<file path="src/rtl/cpc_rom_loader.sv">
`default_nettype none
// ============================================================================
//  Module   : cpc_rom_loader
//  Purpose  : ROM-image download stage between the mist_io ioctl port and the
//             SDRAM write path of the CPC core. Each 16 KB image page is
//             mapped onto a fixed SDRAM page and model bank. Accepted bytes are
//             queued in a small FIFO so SDRAM writes drain at the memory's own
//             pace. The block also generates the core reset hold, per-page load
//             flags and a sticky overflow flag.
//
//  Ports    : clk_sys         system clock, all logic on posedge
//             reset           synchronous active-high reset
//             ioctl_download  download in progress (mist_io)
//             ioctl_index     download index, 0 = ROM image
//             ioctl_wr        one-cycle byte strobe
//             ioctl_addr      byte offset in the image
//             ioctl_dout      byte data
//             ioctl_wait      backpressure to mist_io (FIFO full)
//             mem_we          SDRAM write request, held until mem_ack
//             mem_addr        SDRAM byte address of the FIFO head
//             mem_bank        SDRAM bank (model select) of the FIFO head
//             mem_din         write data of the FIFO head
//             mem_ack         one-cycle pulse, head write accepted
//             boot_hold       holds the core in reset while loading/flushing
//             page_loaded     bit n set once a byte of image page n is queued
//             overflow        sticky, a byte addressed past page 7 was seen
//
//  Revision : 1.0  initial release
// ============================================================================
module cpc_rom_loader #(
    parameter int FIFO_DEPTH = 4
) (
    input  logic        clk_sys,
    input  logic        reset,
    input  logic        ioctl_download,
    input  logic [7:0]  ioctl_index,
    input  logic        ioctl_wr,
    input  logic [24:0] ioctl_addr,
    input  logic [7:0]  ioctl_dout,
    output logic        ioctl_wait,
    output logic        mem_we,
    output logic [22:0] mem_addr,
    output logic [1:0]  mem_bank,
    output logic [7:0]  mem_din,
    input  logic        mem_ack,
    output logic        boot_hold,
    output logic [7:0]  page_loaded,
    output logic        overflow
);

    // ------------------------------------------------------------------
    // Constants
    // ------------------------------------------------------------------
    localparam int c_ptr_w = (FIFO_DEPTH > 1) ? $clog2(FIFO_DEPTH) : 1;
    // One FIFO entry holds {bank, sdram address, data}
    localparam int c_ent_w = 2 + 23 + 8;
    localparam logic [c_ptr_w:0] c_depth = (c_ptr_w + 1)'(FIFO_DEPTH);

    typedef enum logic [1:0] {
        ST_IDLE  = 2'd0,
        ST_LOAD  = 2'd1,
        ST_FLUSH = 2'd2,
        ST_DONE  = 2'd3
    } state_t;

    // ------------------------------------------------------------------
    // Registers
    // ------------------------------------------------------------------
    logic [c_ent_w-1:0] fifo_q [FIFO_DEPTH];
    logic [c_ptr_w-1:0] wr_ptr_q;
    logic [c_ptr_w-1:0] rd_ptr_q;
    logic [c_ptr_w:0]   count_q;

    state_t             state_q;
    state_t             state_d;
    logic               boot_hold_q;
    logic [7:0]         page_loaded_q;
    logic [7:0]         page_loaded_d;
    logic               overflow_q;
    logic               overflow_d;

    // ------------------------------------------------------------------
    // Combinational decode of the incoming byte
    // ------------------------------------------------------------------
    logic [10:0]        w_page;
    logic               w_rom_dl;
    logic               w_strobe;
    logic               w_in_range;
    logic               w_full;
    logic               w_empty;
    logic               w_push;
    logic               w_pop;
    logic               w_start;
    logic [8:0]         w_base;
    logic [1:0]         w_bank;
    logic [c_ent_w-1:0] w_entry;

    always_comb begin
        w_page     = ioctl_addr[24:14];
        w_rom_dl   = ioctl_download && (ioctl_index == 8'd0);
        w_strobe   = ioctl_wr && w_rom_dl;
        w_in_range = (w_page[10:3] == 8'd0);
        w_full     = (count_q == c_depth);
        w_empty    = (count_q == '0);
        // A strobe while full is lost; mist_io is expected to honour ioctl_wait
        w_push     = w_strobe && w_in_range && !w_full;
        // An ack with nothing presented is ignored
        w_pop      = mem_ack && !w_empty;

        // Pages n and n+4 share an SDRAM page and differ only in bank;
        // page 3/7 is the MF2 ROM slot at the top of the bank.
        case (w_page[1:0])
            2'd0:    w_base = 9'h000;
            2'd1:    w_base = 9'h100;
            2'd2:    w_base = 9'h107;
            default: w_base = 9'h1FF;
        endcase
        w_bank  = {1'b0, w_page[2]};
        w_entry = {w_bank, w_base, ioctl_addr[13:0], ioctl_dout};
    end

    // ------------------------------------------------------------------
    // Write FIFO
    // ------------------------------------------------------------------
    always_ff @(posedge clk_sys) begin
        if (reset) begin
            for (int i = 0; i < FIFO_DEPTH; i++) begin
                fifo_q[i] <= '0;
            end
            wr_ptr_q <= '0;
            rd_ptr_q <= '0;
            count_q  <= '0;
        end else begin
            if (w_push) begin
                fifo_q[wr_ptr_q] <= w_entry;
                wr_ptr_q         <= wr_ptr_q + 1'b1;
            end
            if (w_pop) begin
                rd_ptr_q <= rd_ptr_q + 1'b1;
            end
            case ({w_push, w_pop})
                2'b10:   count_q <= count_q + 1'b1;
                2'b01:   count_q <= count_q - 1'b1;
                default: count_q <= count_q;
            endcase
        end
    end

    // ------------------------------------------------------------------
    // Load sequencer and status flags
    // ------------------------------------------------------------------
    always_comb begin
        state_d = state_q;
        case (state_q)
            ST_IDLE, ST_DONE: state_d = w_rom_dl ? ST_LOAD : ST_IDLE;
            ST_LOAD:          if (!ioctl_download) state_d = ST_FLUSH;
            ST_FLUSH:         if (w_empty) state_d = ST_DONE;
            default:          state_d = ST_IDLE;
        endcase

        w_start = (state_d == ST_LOAD) && (state_q != ST_LOAD);

        // Flags clear when a new ROM download starts; a byte arriving on that
        // same cycle belongs to the new download, so its set wins over the clear.
        page_loaded_d = w_start ? 8'd0 : page_loaded_q;
        if (w_push) begin
            page_loaded_d[w_page[2:0]] = 1'b1;
        end

        overflow_d = w_start ? 1'b0 : overflow_q;
        if (w_strobe && !w_in_range) begin
            overflow_d = 1'b1;
        end
    end

    always_ff @(posedge clk_sys) begin
        if (reset) begin
            state_q       <= ST_IDLE;
            boot_hold_q   <= 1'b0;
            page_loaded_q <= 8'd0;
            overflow_q    <= 1'b0;
        end else begin
            state_q       <= state_d;
            boot_hold_q   <= (state_d == ST_LOAD) || (state_d == ST_FLUSH);
            page_loaded_q <= page_loaded_d;
            overflow_q    <= overflow_d;
        end
    end

    // ------------------------------------------------------------------
    // Outputs (all derived directly from registers)
    // ------------------------------------------------------------------
    assign ioctl_wait                   = w_full;
    assign mem_we                       = !w_empty;
    assign {mem_bank, mem_addr, mem_din} = fifo_q[rd_ptr_q];
    assign boot_hold                    = boot_hold_q;
    assign page_loaded                  = page_loaded_q;
    assign overflow                     = overflow_q;

endmodule

`default_nettype wire
</file>
<file path="config.mk">
export PLATFORM = sky130hd
export DESIGN_NAME = cpc_rom_loader
export DESIGN_NICKNAME = d
export VERILOG_FILES = /design/src/rtl/cpc_rom_loader.sv
export SDC_FILE = /design/constraint.sdc
export NUM_CORES = 1
export LEC_CHECK = 0
export ABC_AREA = 1
export BUFFER_PORTS_ARGS = -buffer_cell sky130_fd_sc_hd__buf_2
export CAP_MARGIN = 20
export CORE_ASPECT_RATIO = 2
export CORE_MARGIN = 2
export CORE_UTILIZATION = 55
export DETAILED_ROUTE_END_ITERATION = 16
export GPL_TIMING_DRIVEN = 0
export HOLD_SLACK_MARGIN = 0.02
export PLACE_DENSITY = 0.75
export SYNTH_ARGS = -nofsm -noshare
export SYNTH_HDL_FRONTEND = slang
export SYNTH_SLANG_ARGS = --single-unit
</file>
<file path="constraint.sdc">
create_clock -name clk_sys -period 5.3 [get_ports clk_sys]
set_input_delay 1.06 -clock clk_sys [delete_from_list [all_inputs] [get_ports clk_sys]]
set_output_delay 1.06 -clock clk_sys [all_outputs]
set_load 0.02 [all_outputs]
</file>
# Word-level counts from Yosys, hierarchy flattened
# Memories as Yosys holds them, arrays and structs flattened. A register that Yosys moved wholly into a read port is not among the register bits.
# Cells that the tools add are included.
dict set report classes {
  addsub 4
  mul 0
  div_mod_pow 0
  n_lt_le_gt_ge 2
  eq_ne 11
  shift 0
  mux 22
  bitwise 1
  n_reduce_logical 21
}
# operator count
set op_table {}
lappend op_table {{2-to-1 mux 32 bit} 1}
lappend op_table {{OR reduction 32 bit} 1}
lappend op_table {{case mux 9 bit (3 select lines)} 1}
lappend op_table {{logical NOT 8 bit} 2}
lappend op_table {{2-to-1 mux 8 bit} 2}
lappend op_table {{== test 2 bit (second input constant)} 5}
lappend op_table {{2-to-1 mux 1 bit} 10}
lappend op_table {{2-to-1 mux 2 bit} 5}
lappend op_table {{== test 2 x 1 -> 1 bit (second input constant)} 4}
lappend op_table {{logical AND 1 bit} 8}
lappend op_table {{bitwise OR 8 bit} 1}
lappend op_table {{case mux 2 bit (3 select lines)} 1}
lappend op_table {{case mux 3 bit (2 select lines)} 1}
lappend op_table {{adder 2 x 1 -> 2 bit (second input constant)} 2}
lappend op_table {{logical NOT 2 bit} 2}
lappend op_table {{less-than comparator 3 x 4 -> 1 bit (second input constant)} 1}
lappend op_table {{nonzero test 2 bit} 2}
lappend op_table {{adder 3 x 1 -> 3 bit (second input constant)} 1}
lappend op_table {{demux 1 bit (select 3 bit)} 1}
lappend op_table {{== test 3 bit (second input constant)} 1}
lappend op_table {{>= comparator 3 x 1 -> 1 bit (second input constant)} 1}
lappend op_table {{logical NOT 1 bit} 3}
lappend op_table {{logical NOT 3 bit} 1}
lappend op_table {{subtractor 3 x 1 -> 3 bit (second input constant)} 1}
lappend op_table {{other kinds (3)} 3}
dict set report totals {
  ff_bits 19
  latchBits 0
  ram_bits 128
  rom_bits 0
  in_bits 46
  out_inout_bits 45
  wordCells 69
  memories 1
}
# memory depth width read_ports rd_clocked_by_memory_dff wr line_no
set memory_table {}
lappend memory_table {fifo_q 4 32 1 1 4 69} ;# logic [c_ent_w-1:0] fifo_q [FIFO_DEPTH];

# Longest topological paths before layout
# Gate-level depths: netlist of the first run.
dict set report depth {
  ltp_word 10
  depth_mapped 13
  mapped_depth_nobuf 13
}

# Worst setup path before layout of the first run
# No wires, ideal clock.
dict set report synth_timing {
  path_kind {input to register}
  from {input port ioctl_index[1]}
  to {memory fifo_q[1][0] (netlist name), enable pin}
  setup_ns 0.445
  arrival_ns 3.692
  t_required_ns 4.855
  path_slack_ns 1.162
  path_stages 6
  path_buffers 0
  cell_sequence {or2_1 nor2_2 nand3_2 nor2_8 inv_1 o21ai_0}
}
# element line_no
set synth_lines {}
lappend synth_lines {{start: declaration} 36} ;# input logic [7:0] ioctl_index,
lappend synth_lines {{end: declaration} 69}

==> impl_metrics.py, run 1 <==
metrics = {
    "run_status": {
        "status": "complete, no violations",
    },
    "sta": {
        "skew_ps": 5.89,
        "finalMaxSlewViolations": 0,
        "timing.fmax_mhz": 272,
        "finalCriticalPeriod_ps": 3670,
        "hold_viol": 0,
        "max_slew_margin_pct": 35.5,
        "setup-violations-final": 0,
        "worst_pin_slew_ps": 964,
        "rsz0062_at_grt": "no",
        "period_share_pct": 69.3,
        "holdWs_ps": 472,
    },
    "clock_tree": {
        "cts_root_buf": "clkbuf_16",
        "clk-insertion-delay-late_ps": 420,
        "hold_buffers": 0,
        "cts_sinks": 125,
        "cts_tree": "done",
        "clockBufferDepth": 2,
        "htree_levels": 4,
        "clk_pin_slew_ps": 50,
        "cts_resized": 0,
        "cts_buffers": 17,
        "post_cts_buffers": 0,
    },
    "detailed_routing": {
        "wire_per_inst_um": 18.2,
        "drtPass1Iterations": 5,
        "ant_nets": 0,
        "routed_wl_um": 14500,
        "drtIter0Drc": 301,
        "via_per_inst": 5.61,
        "drc": 0,
        "num_vias": 4485,
    },
    "synthesis": {
        "muxShareOfSynthArea_pct": 0,
        "syn_area_sq_um": 5800,
        "postSynth.asyncResetShare_pct": 0,
        "synth_fp_nets": 592,
        "synth-edff-count": 104,
        "synth_most_common_cell": "nor2_1",
        "netlist_top_cells_count": "124 x nor2_1, 104 x edfxtp_1, 59 x o21ai_0, 46 x inv_1, 46 x nor3_2",
        "synth_seq_area_share_pct": 61.1,
        "synth_compound_area_share_pct": 9.79,
        "synth_top_family_by_area": "simple AND/OR/NAND/NOR gates",
        "synthAdderAreaFrac_pct": 1.42,
        "synthCells": 540,
        "synthXorXnorAreaFrac_pct": 0,
        "avgSynthCellArea_sq_um": 10.7,
        "yosys.area_share.simple_pct": 20.5,
        "netlist-cell-type-count": 32,
        "synth.largest_area_cell": "edfxtp_1",
        "synth.area.top_cells": "edfxtp_1 54%, nor2_1 8.0%, nor3_2 7.9%",
        "ys_ff_latch": 125,
        "synth_top_area_share_pct": 53.8,
        "synth_warnings": 0,
        "synth_ff_type": "edfxtp_1",
    },
    "setup_path": {
        "end_kind": "primary output",
        "crit_required_ps": 4240,
        "crit_path_max_fanout": 10,
        "startpoint_type": "register",
        "arrival_ps": 2610,
        "crit_type": "register to primary output",
    },
    "grt": {
        "globalRouteTotalUtil_pct": 26.3,
        "use_met1_pct": 25.1,
        "use_met2_pct": 52.0,
        "overflow": 0,
        "grt_pass1_wl_um": 22500,
        "use_met3_pct": 4.90,
        "grt_pass1_vias": 4617,
        "grt_max_degree": 27,
        "antenna_found_initial": 0,
        "busiest_layer": "met2",
    },
    "placement": {
        "dpl.cell_count": 768,
        "post_dp_cell_area_sq_um": 6500,
        "dp_hpwl_um": 10000,
        "io_buffers": 88,
        "gp_congestion": 0.868,
    },
    "die": {
        "ios": 91,
        "rows": 53,
        "core-area_sq_um": 10400,
        "start_util_pct": 55.7,
        "die_w_um": 76.6,
        "die-area_sq_um": 11400,
        "die_height_um": 149,
    },
    "final_layout": {
        "fin_cells": 800,
        "final_core_util_pct": 68.5,
        "final_area_sq_um": 7140,
        "drive_gt1_share_pct": 29.9,
        "nets": 702,
        "area_growth_pct": 23.0,
        "diodes": 0,
    },
    "power_and_ir_drop": {
        "leakage_nw": 2.85,
        "p_per_area_nw_per_um2": 335,
        "vdd_ir_drop_max_mv": 0.292,
        "total_power_mw": 2.39,
    },
    "hold_path": {
        "hold_class": "register to register",
    },
    "flow_run": {
        "maxCapViolations": 0,
    },
}
-- flip-flops by register name (all words and copies together), names as in the netlist, named ones only --
name and count:
fifo_q 104, page_loaded 8, count_q 3, rd_ptr_q 2
state_q 2, wr_ptr_q 2, boot_hold 1, overflow 1
-- layer usage --
metal / vias to the layer above / wire, um
met2: 188 / 8310
met1: 2161 / 5020
met4: 0 / 474
li1: 2096 / -
met5: - / 0
met3: 40 / 732
-- power breakdown --
part | internal, mW | switching [mW] | total, mW
Combinational | 0.0334 | 0.0687 | 0.102
Clock | 0.767 | 0.430 | 1.20
Sequential | 1.09 | 0.00678 | 1.09
Total | 1.89 | 0.506 | 2.39
-- path summary, 6_finish.rpt --
check	startpoint	to	slack, ps	depth (start not counted)
max	register	mem_addr[20]	1630	7
min reg2reg	overflow$_SDFFE_PP0P_	overflow$_SDFFE_PP0P_	470	2
min	overflow$_SDFFE_PP0P_	overflow$_SDFFE_PP0P_	470	2
max reg2reg	count_q[1]$_SDFFE_PP0P_	fifo_q[1][17]$_SDFFCE_PN0P_	2930	7
-- worst max-delay path: stages, from the launching register on --
cell and delay [ps]:
dfxtp_1 290, clkbuf_1 250, inv_1 300, clkbuf_1 470, o21ai_0 160, o22ai_1 390, buf_4 180, buf_2 150
-- through the flow --
stage                     setup TNS (ps)  worst slack, ps
final                                  0             1630
after global routing                   0             1540
after CTS                              0             1640
after detailed placement               0             1930
after global placement            -11850             -257
after floorplan                        0             1160
-- layout make-up --
class / count / area (sq um)
sequential: 125 / 3540
fill: 787 / 3270
multi-input combinational: 329 / 1860
clock buffer: 24 / 578
timing repair buffer: 91 / 510
buffer: 39 / 236
inverter: 47 / 176
tap: 137 / 171
clock inverter: 8 / 60.1
-- cells in the final DEF, fill, tap and decap left out, types with 2 or more instances in the layout --
cell type	Yosys	final
nor2_1	124	124
edfxtp_1	104	104
buf_2	6	94
o21ai_0	59	57
inv_1	46	46
nor3_2	46	46
o22ai_1	26	26
clkbuf_16	0	22
dfxtp_1	21	21
nand3_1	20	20
clkbuf_1	17	17
nand2_1	13	13
o21ai_1	10	10
a21oi_1	9	9
buf_4	8	8
buf_6	7	7
ha_1	5	5
nand4_1	3	3
clkinv_4	0	3
nor3_1	2	2
inv_4	0	2
clkbuf_8	0	2
buf_16	0	2
-- cell families after synthesis --
family | count (synthesis)
AOI/OAI and AO/OA | 106
adders and majority gates | 6
buffers and inverters | 86
DFF | 125
other | 1
and+or+nand+nor | 216
Power figures use the tool's default switching activity.
==> inputs of run 2 (changes only) <==
Settings changed: CORE_UTILIZATION 55 to 51, PLACE_DENSITY 0.75 to 0.73.
Clock period 5.3 ns to 3.05 ns, I/O delays scaled along.
==> run 2 against run 1 <==
Cell count up 0.50%. Wire length fell by 2.1%. Clock skew grew 2.5 ps. Via count fell by 2.4%. Cell area fell by 0.51%. Critical endpoint is now mem_addr[18]. Largest power group unchanged.
==> impl_metrics.py, run 2 (synthesized netlist as in run 1, its figures left out) <==
metrics = {
    "grt": {
        "globalRouteTotalUtil_pct": 24.2,
        "grt_pass1_vias": 4502,
        "antenna_found_initial": 0,
        "grt_pass1_wl_um": 22200,
        "overflow": 0,
        "grt_max_degree": 27,
    },
    "die": {
        "core-area_sq_um": 11200,
        "die-area_sq_um": 12300,
        "ios": 91,
        "rows": 55,
        "start_util_pct": 51.7,
        "die_w_um": 79.4,
        "die_height_um": 155,
    },
    "sta": {
        "setup-violations-final": 0,
        "worst_pin_slew_ps": 956,
        "hold_viol": 0,
        "max_slew_margin_pct": 36.0,
        "setup_slack_ps": 198,
        "final.setup.tns_ps": 0,
        "timing.fmax_mhz": 351,
        "period_share_pct": 93.5,
        "rsz0062_at_grt": "no",
        "skew_ps": 8.35,
        "finalMaxSlewViolations": 0,
        "finalCriticalPeriod_ps": 2850,
    },
    "final_layout": {
        "fin_cells": 804,
        "drive_gt1_share_pct": 29.2,
        "largest_reg_flops": 104,
        "layout_common_cells": "124 x nor2_1, 104 x edfxtp_1, 95 x buf_2",
        "largest-register": "fifo_q",
        "layout_commonest_cell": "nor2_1",
        "nets": 702,
        "final_area_sq_um": 7100,
        "area_growth_pct": 22.4,
        "diodes": 0,
    },
    "detailed_routing": {
        "drc": 0,
        "routed_wl_um": 14200,
        "via_per_inst": 5.44,
        "wire_per_inst_um": 17.7,
        "drtIter0Drc": 320,
        "drtPass1Iterations": 5,
        "num_vias": 4376,
        "ant_nets": 0,
    },
    "placement": {
        "dp_hpwl_um": 9760,
        "post_dp_cell_area_sq_um": 6500,
        "place_ws_ps": 154,
        "io_buffers": 88,
        "dpl.cell_count": 773,
        "gp_congestion": 0.779,
    },
    "power_and_ir_drop": {
        "total_power_mw": 4.11,
        "power_frac_seq_pct": 46.3,
        "vdd_ir_drop_max_mv": 0.518,
        "p_int_mw": 3.29,
        "switching_share_pct": 19.9,
        "leakage_nw": 2.83,
        "pwr-share-clk_pct": 49.3,
        "combPwrFrac_pct": 4.3,
        "p_per_area_nw_per_um2": 579,
        "p_switching_mw": 0.816,
    },
    "clock_tree": {
        "cts_buffers": 17,
        "clockBufferDepth": 2,
        "clk-insertion-delay-late_ps": 410,
        "cts_sinks": 125,
        "clk_pin_slew_ps": 50,
        "hold_buffers": 0,
        "cts_tree": "done",
        "cts_root_buf": "clkbuf_16",
        "htree_levels": 4,
    },
    "setup_path": {
        "startpoint_type": "register",
        "cpPeakStageDelay_ps": 410,
        "end_kind": "primary output",
        "crit_required_ps": 2440,
        "crit_type": "register to primary output",
        "crit_path_max_fanout": 10,
        "cp_slowest_cell": "dfxtp_1",
        "path_cells": "inv_1 -> clkbuf_1 -> o21ai_0 -> o22ai_2 -> buf_4 -> buf_2",
        "arrival_ps": 2240,
    },
    "run_status": {
        "status": "complete, no violations",
    },
    "hold_path": {
        "hold_class": "input pin to register",
    },
    "flow_run": {
        "maxCapViolations": 0,
    },
}
==> run 2: layout make-up <==
class | count | area, sq um
clock buffers | 20 | 437
repair buffers | 91 | 510
fillers | 907 | 4120
plain buffers | 39 | 240
multi-input cells | 329 | 1870
clock inverters | 11 | 149
flip-flops and latches | 125 | 3540
inverters | 47 | 176
well taps | 142 | 178
==> run 2: routing by layer <==
metal,global-route usage (%),wire length [um]
met2,46.7,8240
met4,8.29,293
met3,5.66,576
met1,24.5,5120
met5,0,0
==> run 2: power groups by stage <==
| stage | clock network (mW) | registers (mW) | logic (mW) |
|---|---|---|---|
| after floorplan | 0 | 1.93 | 0.0936 |
| final | 2.03 | 1.90 | 0.178 |
| after global placement | 0 | 1.94 | 0.161 |
| after detailed placement | 0 | 1.94 | 0.177 |
| after CTS | 2.04 | 1.90 | 0.179 |
| after global routing | 2.10 | 1.91 | 0.192 |
==> run 2: timing repair <==
| action | 4_1_cts | 5_1_grt |
|---|---|---|
| resized for setup | 3 | 1 |
| setup endpoints to repair | 4 | 4 |
| setup buffers | 0 | 0 |
| endpoints found under the hold margin | 0 | 0 |
==> run 2: final timing paths <==
path | slack [ps] | cells past startpoint | startpoint | end
hold / removal | 450 | 2 | reset | boot_hold$_SDFF_PP0_
setup / recovery | 200 | 6 | register | mem_addr[18]
hold reg to reg | 470 | 2 | overflow$_SDFFE_PP0P_ | overflow$_SDFFE_PP0P_
setup reg to reg | 750 | 7 | count_q[1]$_SDFFE_PP0P_ | fifo_q[2][24]$_SDFFCE_PN0P_
==> run 2: per-stage QoR <==
step | utilization (%) | hold WS [ps]
2_1_floorplan | - | 437
3_3_place_gp | 57.2 | 456
3_5_place_dp | 58.0 | 461
4_1_cts | 63.2 | 444
5_1_grt | 63.3 | 462
6_report | 63.3 | 449
==> run 2: worst max-delay path, delay by kind of cell, from the launching register on <==
family	cells	cell delay (ps)
buffers and inverters	4	940
AO/OA/AOI/OAI	2	470
flip-flops	1	410
